## src/rtl/bsa_pkg.sv

```systemverilog
// Shared definitions for the bit-serial adder: state encoding and default width.
package bsa_pkg;

    localparam int BSA_WIDTH = 8;

    typedef enum logic [1:0] {
        ST_IDLE = 2'd0,
        ST_RUN  = 2'd1,
        ST_DONE = 2'd2
    } state_t;

endpackage

```

## src/rtl/full_adder.sv

```systemverilog
// One-bit full adder cell reused by the bit-serial adder for every bit slice.
module full_adder (
    input  logic a,
    input  logic b,
    input  logic cin,
    output logic sum,
    output logic c_out
);

    assign sum   = a ^ b ^ cin;
    assign c_out = (a & b) | (cin & (a ^ b));

endmodule

```

## src/rtl/bit_serial_adder.sv

```systemverilog
// WIDTH-bit adder computed LSB first over WIDTH cycles through one full_adder.
// Define BIT_SERIAL_ADDER_OVF_EN to add the signed overflow output ovf.
module bit_serial_adder
    import bsa_pkg::*;
#(
    parameter int WIDTH = BSA_WIDTH
) (
    input  logic             clk,
    input  logic             rst,
    input  logic             start,
    input  logic [WIDTH-1:0] a,
    input  logic [WIDTH-1:0] b,
    input  logic             cin,
    output logic             busy,
    output logic             done,
    output logic [WIDTH-1:0] sum,
    output logic             cout
`ifdef BIT_SERIAL_ADDER_OVF_EN
    ,
    output logic             ovf
`endif
);

    localparam int CW = (WIDTH > 1) ? $clog2(WIDTH) : 1;
    localparam logic [CW-1:0] LAST = CW'(WIDTH - 1);

    state_t           state;
    state_t           state_nx;
    logic [WIDTH-1:0] a_sr;
    logic [WIDTH-1:0] b_sr;
    logic             carry;
    logic [CW-1:0]    cnt;
    logic             fa_sum;
    logic             fa_cout;
    logic             last;

    full_adder u_fa (
        .a     (a_sr[0]),
        .b     (b_sr[0]),
        .cin   (carry),
        .sum   (fa_sum),
        .c_out (fa_cout)
    );

    assign last = (cnt == LAST);
    assign busy = (state == ST_RUN);
    assign done = (state == ST_DONE);

    always_ff @(posedge clk or posedge rst) begin
        if (rst) begin
            state <= ST_IDLE;
        end else begin
            state <= state_nx;
        end
    end

    always_comb begin
        state_nx = state;
        case (state)
            ST_IDLE: if (start) state_nx = ST_RUN;
            ST_RUN:  if (last) state_nx = ST_DONE;
            ST_DONE: state_nx = ST_IDLE;
            default: state_nx = ST_IDLE;
        endcase
    end

    always_ff @(posedge clk or posedge rst) begin
        if (rst) begin
            a_sr  <= '0;
            b_sr  <= '0;
            carry <= 1'b0;
            cnt   <= '0;
            sum   <= '0;
            cout  <= 1'b0;
        end else begin
            case (state)
                ST_IDLE: begin
                    if (start) begin
                        a_sr  <= a;
                        b_sr  <= b;
                        carry <= cin;
                        cnt   <= '0;
                    end
                end
                ST_RUN: begin
                    sum   <= {fa_sum, sum[WIDTH-1:1]};
                    carry <= fa_cout;
                    a_sr  <= a_sr >> 1;
                    b_sr  <= b_sr >> 1;
                    // hold on the last slice so the count never wraps
                    if (last) begin
                        cout <= fa_cout;
                    end else begin
                        cnt <= cnt + CW'(1);
                    end
                end
                default: ;
            endcase
        end
    end

`ifdef BIT_SERIAL_ADDER_OVF_EN
    // carry flop holds the carry into the MSB during the last slice
    always_ff @(posedge clk or posedge rst) begin
        if (rst) begin
            ovf <= 1'b0;
        end else if (state == ST_RUN && last) begin
            ovf <= carry ^ fa_cout;
        end
    end
`endif

endmodule

```

## config.mk

```make
export PLATFORM = sky130hd
export DESIGN_NAME = bit_serial_adder
export DESIGN_NICKNAME = d
export VERILOG_FILES = /design/src/rtl/bsa_pkg.sv /design/src/rtl/full_adder.sv /design/src/rtl/bit_serial_adder.sv
export SDC_FILE = /design/constraint.sdc
export NUM_CORES = 1
export LEC_CHECK = 0
export ABC_AREA = 0
export CAP_MARGIN = 20
export CORE_UTILIZATION = 35
export CTS_BUF_LIST = sky130_fd_sc_hd__clkbuf_2 sky130_fd_sc_hd__clkbuf_4 sky130_fd_sc_hd__clkbuf_8
export CTS_CLUSTER_SIZE = 30
export DETAILED_ROUTE_END_ITERATION = 6
export GPL_ROUTABILITY_DRIVEN = 0
export GPL_TIMING_DRIVEN = 1
export HOLD_SLACK_MARGIN = 0.1
export PLACE_DENSITY_LB_ADDON = 0.08
export RECOVER_POWER = 50
export SETUP_SLACK_MARGIN = 0.05
export SKIP_CTS_REPAIR_TIMING = 1
export SYNTH_ARGS = -nofsm -noshare
export SYNTH_HDL_FRONTEND = slang
export SYNTH_SLANG_ARGS = --single-unit
export TNS_END_PERCENT = 1
```

## constraint.sdc

```tcl
create_clock -name clk -period 1.5 [get_ports clk]
set_input_delay 0.3 -clock clk [delete_from_list [all_inputs] [get_ports clk]]
set_output_delay 0.3 -clock clk [all_outputs]
set_load 0.02 [all_outputs]
```

==> run_results.csv, run 1 <==
group,metric,value,unit
pwr,comb_power_share,42.5,%
global_routing,initial_antenna_violation_count,0,
timing,fin_crit,1400,ps
synth,post_synth.cell_area_avg,11.6,um2
synth,dominant_cell_by_count_in_the_synthesized_netlist,"dfrtp_1",
timing,worst_hold_slack,478,ps
global_routing,track_usage,15.8,%
clock_tree,cts_tree,"yes",
synth,post_synthesis_cell_count,134,
synth,yosys-top-cells-area,"dfrtp_1, nor4b_1, mux2_2",
clock_tree,cts_num_sinks,31,
worst_setup_path,max_stage_delay,420,ps
floorplan,die_width,68.6,um
synth,synth_async_sr_flop_share,100,%
clock_tree,cts_made_buffers,5,
synth,yosys.area.top_type,"dfrtp_1",
final_layout,filler_cell_count,379,
worst_setup_path,crit_required,1200,ps
timing,max_freq,0.713,GHz
placed_design,preCtsSetupSlack,-206,ps
global_routing,first_global_vias,1209,
routing,routed_via_density,5.30,
routing,drc_marker_count_from_the_first_detailed_route_iteration,33,
synth,synth-edff-count,0,
worst_setup_path,worst_path_dominant_cell_family,"flip-flops",
worst_setup_path,worst_r2r_startpoint,"state[1]",
synth,synth_seq_cells,31,
run_status,run_status,"finished clean",
routing,detail_route.wl_per_cell,14.7,um
worst_setup_path,worstPathMaxFanout,5,
timing,slew_violations,0,
routing,route.antenna.remaining_nets,0,
global_routing,grt_first_pass_wirelength,5.33,mm
pwr,vdd_drop_max,873,uV
global_routing,largest_net_degree_at_the_start_of_global_routing,32,
routing,vias,1166,
timing,timing.final.hold_violations,0,
global_routing,grt-ovfl-total,0,
synth,mappedNetlistArea,1550,um2
synth,synth_top_cells_by_count,"dfrtp_1, inv_1, nor4b_1, a221oi_1, nor2_1",
synth,synth-seq-area-share,50.0,%
floorplan,overall_die_area,4710,um2
placed_design,final_hpwl_from_detailed_placement,2.16,mm
timing,layout_setup_ws,98.0,ps
synth,netlist.area_leader.share,50.0,%
synth,synth_flop_cell,"dfrtp_1",
final_layout,antenna_cells_inserted,0,
pwr,power.share.clock,21.1,%
timing,setup-violations-final,0,
hold_path,min-delay-path-class,"flip-flop to flip-flop",
worst_setup_path,timing.critical_path.to_type,"primary output",
hold_path,hp-start,"b_sr[7]",
clock_tree,clk_latency,290,ps
timing,clock-skew-final,6.58,ps
timing,timing.slew.headroom,46.9,%
synth,post_synth_num_cell_types,28,
run,max_capacitance_violation_count,0,
pwr,p_sw_share,34.7,%
pwr,p_switching,1.41,mW
pwr,pwr-share-seq,36.3,%
worst_setup_path,startpoint_types,"flip-flop",
floorplan,core_region_area,4120,um2
routing,postRouteWirelength,3.24,mm
timing,rsz0062_at_grt,"yes",
worst_setup_path,timing.reg2reg.setup_slack,100,ps
final_layout,finish.net_count,192,
timing,period_utilisation_layout,93.5,%
worst_setup_path,cp_slowest_cell,"dfrtp_1",
worst_setup_path,path_buf_inv,2,
floorplan,die_y,68.6,um
routing,detail_route.first_pass.iterations,4,
pwr,power_leakage,0.938,nW
final_layout,post_route_cells_drive_above_1_share,22.4,%
floorplan,floorplan.rows,23,
floorplan,floorplan.io_pins,31,
placed_design,port_buffers,30,
worst_setup_path,crit_path_start,"state[1]",
routing,route.detailed.drc,0,
clock_tree,clk_path_buf_depth,2,
synth,syn_nets,157,
clock_tree,cts.reportedPaths.clkPinSlew,70,ps
timing,worst-slew-pin-transition,797,ps
pwr,internal-power,2.65,mW
floorplan,start_util,37.7,%
clock_tree,clock_tree.root_cell,"clkbuf_8",
synth,synth.yosys.warnings,0,
worst_setup_path,path_class,"flip-flop to primary output",
clock_tree,cts.htree.levels,2,
final_layout,layout-area-overhead-vs-synth,30.9,%
worst_setup_path,worst_ep_arrival_time,1100,ps
worst_setup_path,cp_cell_sequence,"nand2b_1 -> clkinv_1 -> clkbuf_2",
pwr,powerDensity,1990,nW/um2
power groups by stage:
stage | registers (mW) | logic, mW | clock network, mW
floorplan | 1.60 | 1.11 | 0
global placement | 1.48 | 1.74 | 0
detailed placement | 1.49 | 1.80 | 0
CTS | 1.48 | 1.80 | 0.888
global route | 1.53 | 1.94 | 0.914
finish | 1.47 | 1.72 | 0.856
worst paths after layout:
| kind | end | cells after the start |
|---|---|---|
| worst min register to register | b_sr[7] | 1 |
| worst max register to register | a_sr[6] | 3 |
| worst min-delay path | b_sr[7] | 1 |
| worst max-delay path | busy | 3 |
| min in group asynchronous | sum[1] | 3 |
| max in group asynchronous | cnt[1] | 3 |
cell usage in the layout (no fill, tap or decap), types with 3 or more instances in the layout:
master and instances:
clkbuf_2 3, dlymetal6s2s_1 7, or4b_1 4, inv_1 15
nor2_1 11, dfrtp_1 31, clkbuf_8 6, a221oi_1 10
clkbuf_1 3, nor4b_1 12, buf_4 8, mux2_2 9
o221a_2 4, clkdlybuf4s50_1 17, nand2b_1 5
per-layer routing:
layer	vias up	share of wire (%)	global-route usage (%)
met5	-	0	0
met4	0	2.1	7.81
met3	8	4.8	4.44
met2	25	47	26.5
met1	573	46	18.4
li1	560	-	-
final cells by class:
cell class / instances / area, um2 / area share [%]
clock buffer: 6 / 82.6 / 4.06
clock inverter: 2 / 35.0 / 1.72
inverter: 16 / 60.1 / 2.96
multi-input combinational: 75 / 651 / 32.0
sequential: 31 / 776 / 38.2
tap: 50 / 62.6 / 3.08
timing repair buffer: 40 / 365 / 18.0
cell families (layout without fill, tap and decap cells):
group | after synthesis | after routing | share of synthesized area (%)
simple gates | 40 | 40 | 17.7
flops | 31 | 31 | 50.0
buf+inv | 28 | 64 | 8.86
compound gates | 23 | 23 | 14.0
mux | 9 | 9 | 6.53
fa+ha+maj | 3 | 3 | 2.90
state kept, by name, indices dropped and copies added, names as in the netlist:
name / flops
a_sr: 8
carry: 1
b_sr: 8
cnt: 3
sum: 8
state: 2
cout: 1
metrics by stage:
stage	instances	power [mW]	instance area (um2)	TNS, ps	utilization [%]
2_1_floorplan	134	2.71	1550	0	-
3_3_place_gp	212	3.22	1930	-2240	46.8
3_5_place_dp	212	3.28	1930	-2720	46.8
4_1_cts	220	4.16	2040	-1290	49.7
5_1_grt	220	4.39	2030	0	49.4
6_report	220	4.05	2030	0	49.4
Power figures use the tool's default switching activity.
==> run 2: changes to the inputs <==
--- a/config.mk
+++ b/config.mk
@@ -17,7 +17,6 @@
 export PLACE_DENSITY_LB_ADDON = 0.08
 export RECOVER_POWER = 50
 export SETUP_SLACK_MARGIN = 0.05
-export SKIP_CTS_REPAIR_TIMING = 1
 export SYNTH_ARGS = -nofsm -noshare
 export SYNTH_HDL_FRONTEND = slang
 export SYNTH_SLANG_ARGS = --single-unit
==> run_results.csv, run 2 (synthesis results as in run 1) <==
group,metric,value,unit
global_routing,first_global_vias,1207,
global_routing,grt-ovfl-total,0,
final_layout,antenna_cells_inserted,0,
clock_tree,clk_path_buf_depth,2,
routing,highest_layer,"met4",
global_routing,largest_net_degree_at_the_start_of_global_routing,32,
clock_tree,cts_num_sinks,31,
global_routing,initial_antenna_violation_count,0,
placed_design,port_buffers,30,
routing,route.antenna.remaining_nets,0,
clock_tree,cts_made_buffers,5,
worst_setup_path,path_class,"flip-flop to flip-flop",
worst_setup_path,path_buf_inv,1,
floorplan,floorplan.io_pins,31,
worst_setup_path,crit_required,1670,ps
timing,worst_hold_slack,478,ps
timing,layout_setup_ws,111,ps
worst_setup_path,worst_path_dominant_cell_family,"simple AND/OR/NAND/NOR gates",
routing,vias,1167,
final_layout,final_cell_mix,"dfrtp_1, clkdlybuf4s50_1, inv_1",
clock_tree,cts.reportedPaths.clkPinSlew,70,ps
final_layout,finish.net_count,193,
routing,m1WireLength,1.54,mm
floorplan,die_y,68.6,um
hold_path,hp-start,"b_sr[7]",
timing,worst-slew-pin-transition,794,ps
routing,dr_wl_met3,126,um
pwr,powerDensity,1980,nW/um2
clock_tree,clk_latency,290,ps
run,max_capacitance_violation_count,0,
hold_path,worst_hold_path.endpoint,"b_sr[7]",
worst_setup_path,r2r-end,"a_sr[6]",
routing,detail_route.first_pass.iterations,4,
final_layout,commonest_non_fill_non_tap_cell_in_the_layout,"dfrtp_1",
pwr,vdd_drop_max,873,uV
timing,period_utilisation_layout,92.6,%
worst_setup_path,timing.critical_path.to_type,"flip-flop",
clock_tree,cts_tree,"yes",
timing,timing.final.hold_violations,0,
pwr,finalPower,4.00,mW
worst_setup_path,cp_slowest_cell,"or4b_1",
final_layout,stdcell_count,221,
worst_setup_path,cp_cell_sequence,"buf_6 -> or4b_1 -> o221a_2",
hold_path,hold_depth,1,
timing,setup-violations-final,0,
pwr,power_leakage,0.900,nW
timing,max_freq,0.720,GHz
timing,slew_violations,0,
placed_design,preCtsSetupSlack,-206,ps
timing,rsz0062_at_grt,"yes",
routing,route.detailed.drc,0,
clock_tree,cts.htree.levels,2,
floorplan,start_util,37.7,%
final_layout,layout_top_registers,"a_sr (8), b_sr (8), sum (8)",
run_status,run_status,"finished clean",
global_routing,grt_first_pass_wirelength,5.34,mm
clock_tree,cts-hold-fix-buffers,0,
routing,detail_route.wl_per_cell,14.7,um
floorplan,overall_die_area,4710,um2
worst_setup_path,max_stage_delay,510,ps
floorplan,floorplan.rows,23,
worst_setup_path,worst_r2r_startpoint,"state[0]",
timing,clock-skew-final,6.80,ps
clock_tree,clock_tree.root_cell,"clkbuf_8",
placed_design,final_hpwl_from_detailed_placement,2.16,mm
placed_design,dp.cells,212,
global_routing,track_usage,15.8,%
worst_setup_path,timing.reg2reg.setup_slack,110,ps
floorplan,core_region_area,4120,um2
worst_setup_path,worst_ep_arrival_time,1560,ps
final_layout,layout-area-overhead-vs-synth,30.0,%
floorplan,die_width,68.6,um
final_layout,post_route_cells_drive_above_1_share,21.1,%
hold_path,min-delay-path-class,"flip-flop to flip-flop",
routing,route.met2.wl,1.52,mm
worst_setup_path,worstRegToRegCells,3,
worst_setup_path,worstPathMaxFanout,28,
timing,timing.slew.headroom,47.0,%
routing,routed_via_density,5.28,
final_layout,post-route-cell-area,2020,um2
timing,fin_crit,1390,ps
routing,drc_marker_count_from_the_first_detailed_route_iteration,38,
worst_setup_path,startpoint_types,"flip-flop",
placed_design,dpl_cell_area,1930,um2
routing,postRouteWirelength,3.26,mm
[run 2: power breakdown]
group	internal (mW)	switching, mW	total [mW]
clock	0.537	0.322	0.859
combinational	0.827	0.840	1.67
sequential	1.23	0.239	1.47
[run 2: timing repair]
item,CTS,global route
setup buffers,0,1
resized for setup,18,3
setup endpoints to repair,11,18
[run 2: per-layer routing]
layer | vias up | global-route usage, %
met5 | - | 0
met4 | 0 | 7.81
met3 | 8 | 4.44
met2 | 22 | 26.0
met1 | 574 | 18.9
li1 | 563 | -
[run 2: worst max path at each step]
| stage | endpoint | depth (start not counted) | from | slack (ps) |
|---|---|---|---|---|
| 6_report | a_sr[6] | 3 | state[0] | 110 |
| 5_1_grt | cout | 4 | cnt[0] | 20 |
| 4_1_cts | a_sr[6] | 3 | state[0] | 70 |
| 3_5_place_dp | b_sr[2] | 4 | start | -210 |
| 3_3_place_gp | a_sr[6] | 3 | start | -170 |
| 2_1_floorplan | done | 4 | state[1] | 100 |
[run 2: layout make-up]
cell class	count	area, um2
clock buffer	6	82.6
clock inverter	2	35.0
fill	388	2100
inverter	16	60.1
multi-input combinational	75	644
sequential	31	776
tap	50	62.6
timing repair buffer	41	358
[run 2: per-stage QoR]
stage | TNS [ps] | util (%)
after global placement | -2240 | 46.8
after CTS | 0 | 49.2
after floorplan | 0 | -
after detailed placement | -2720 | 46.8
after global routing | 0 | 49.0
final | 0 | 49.0
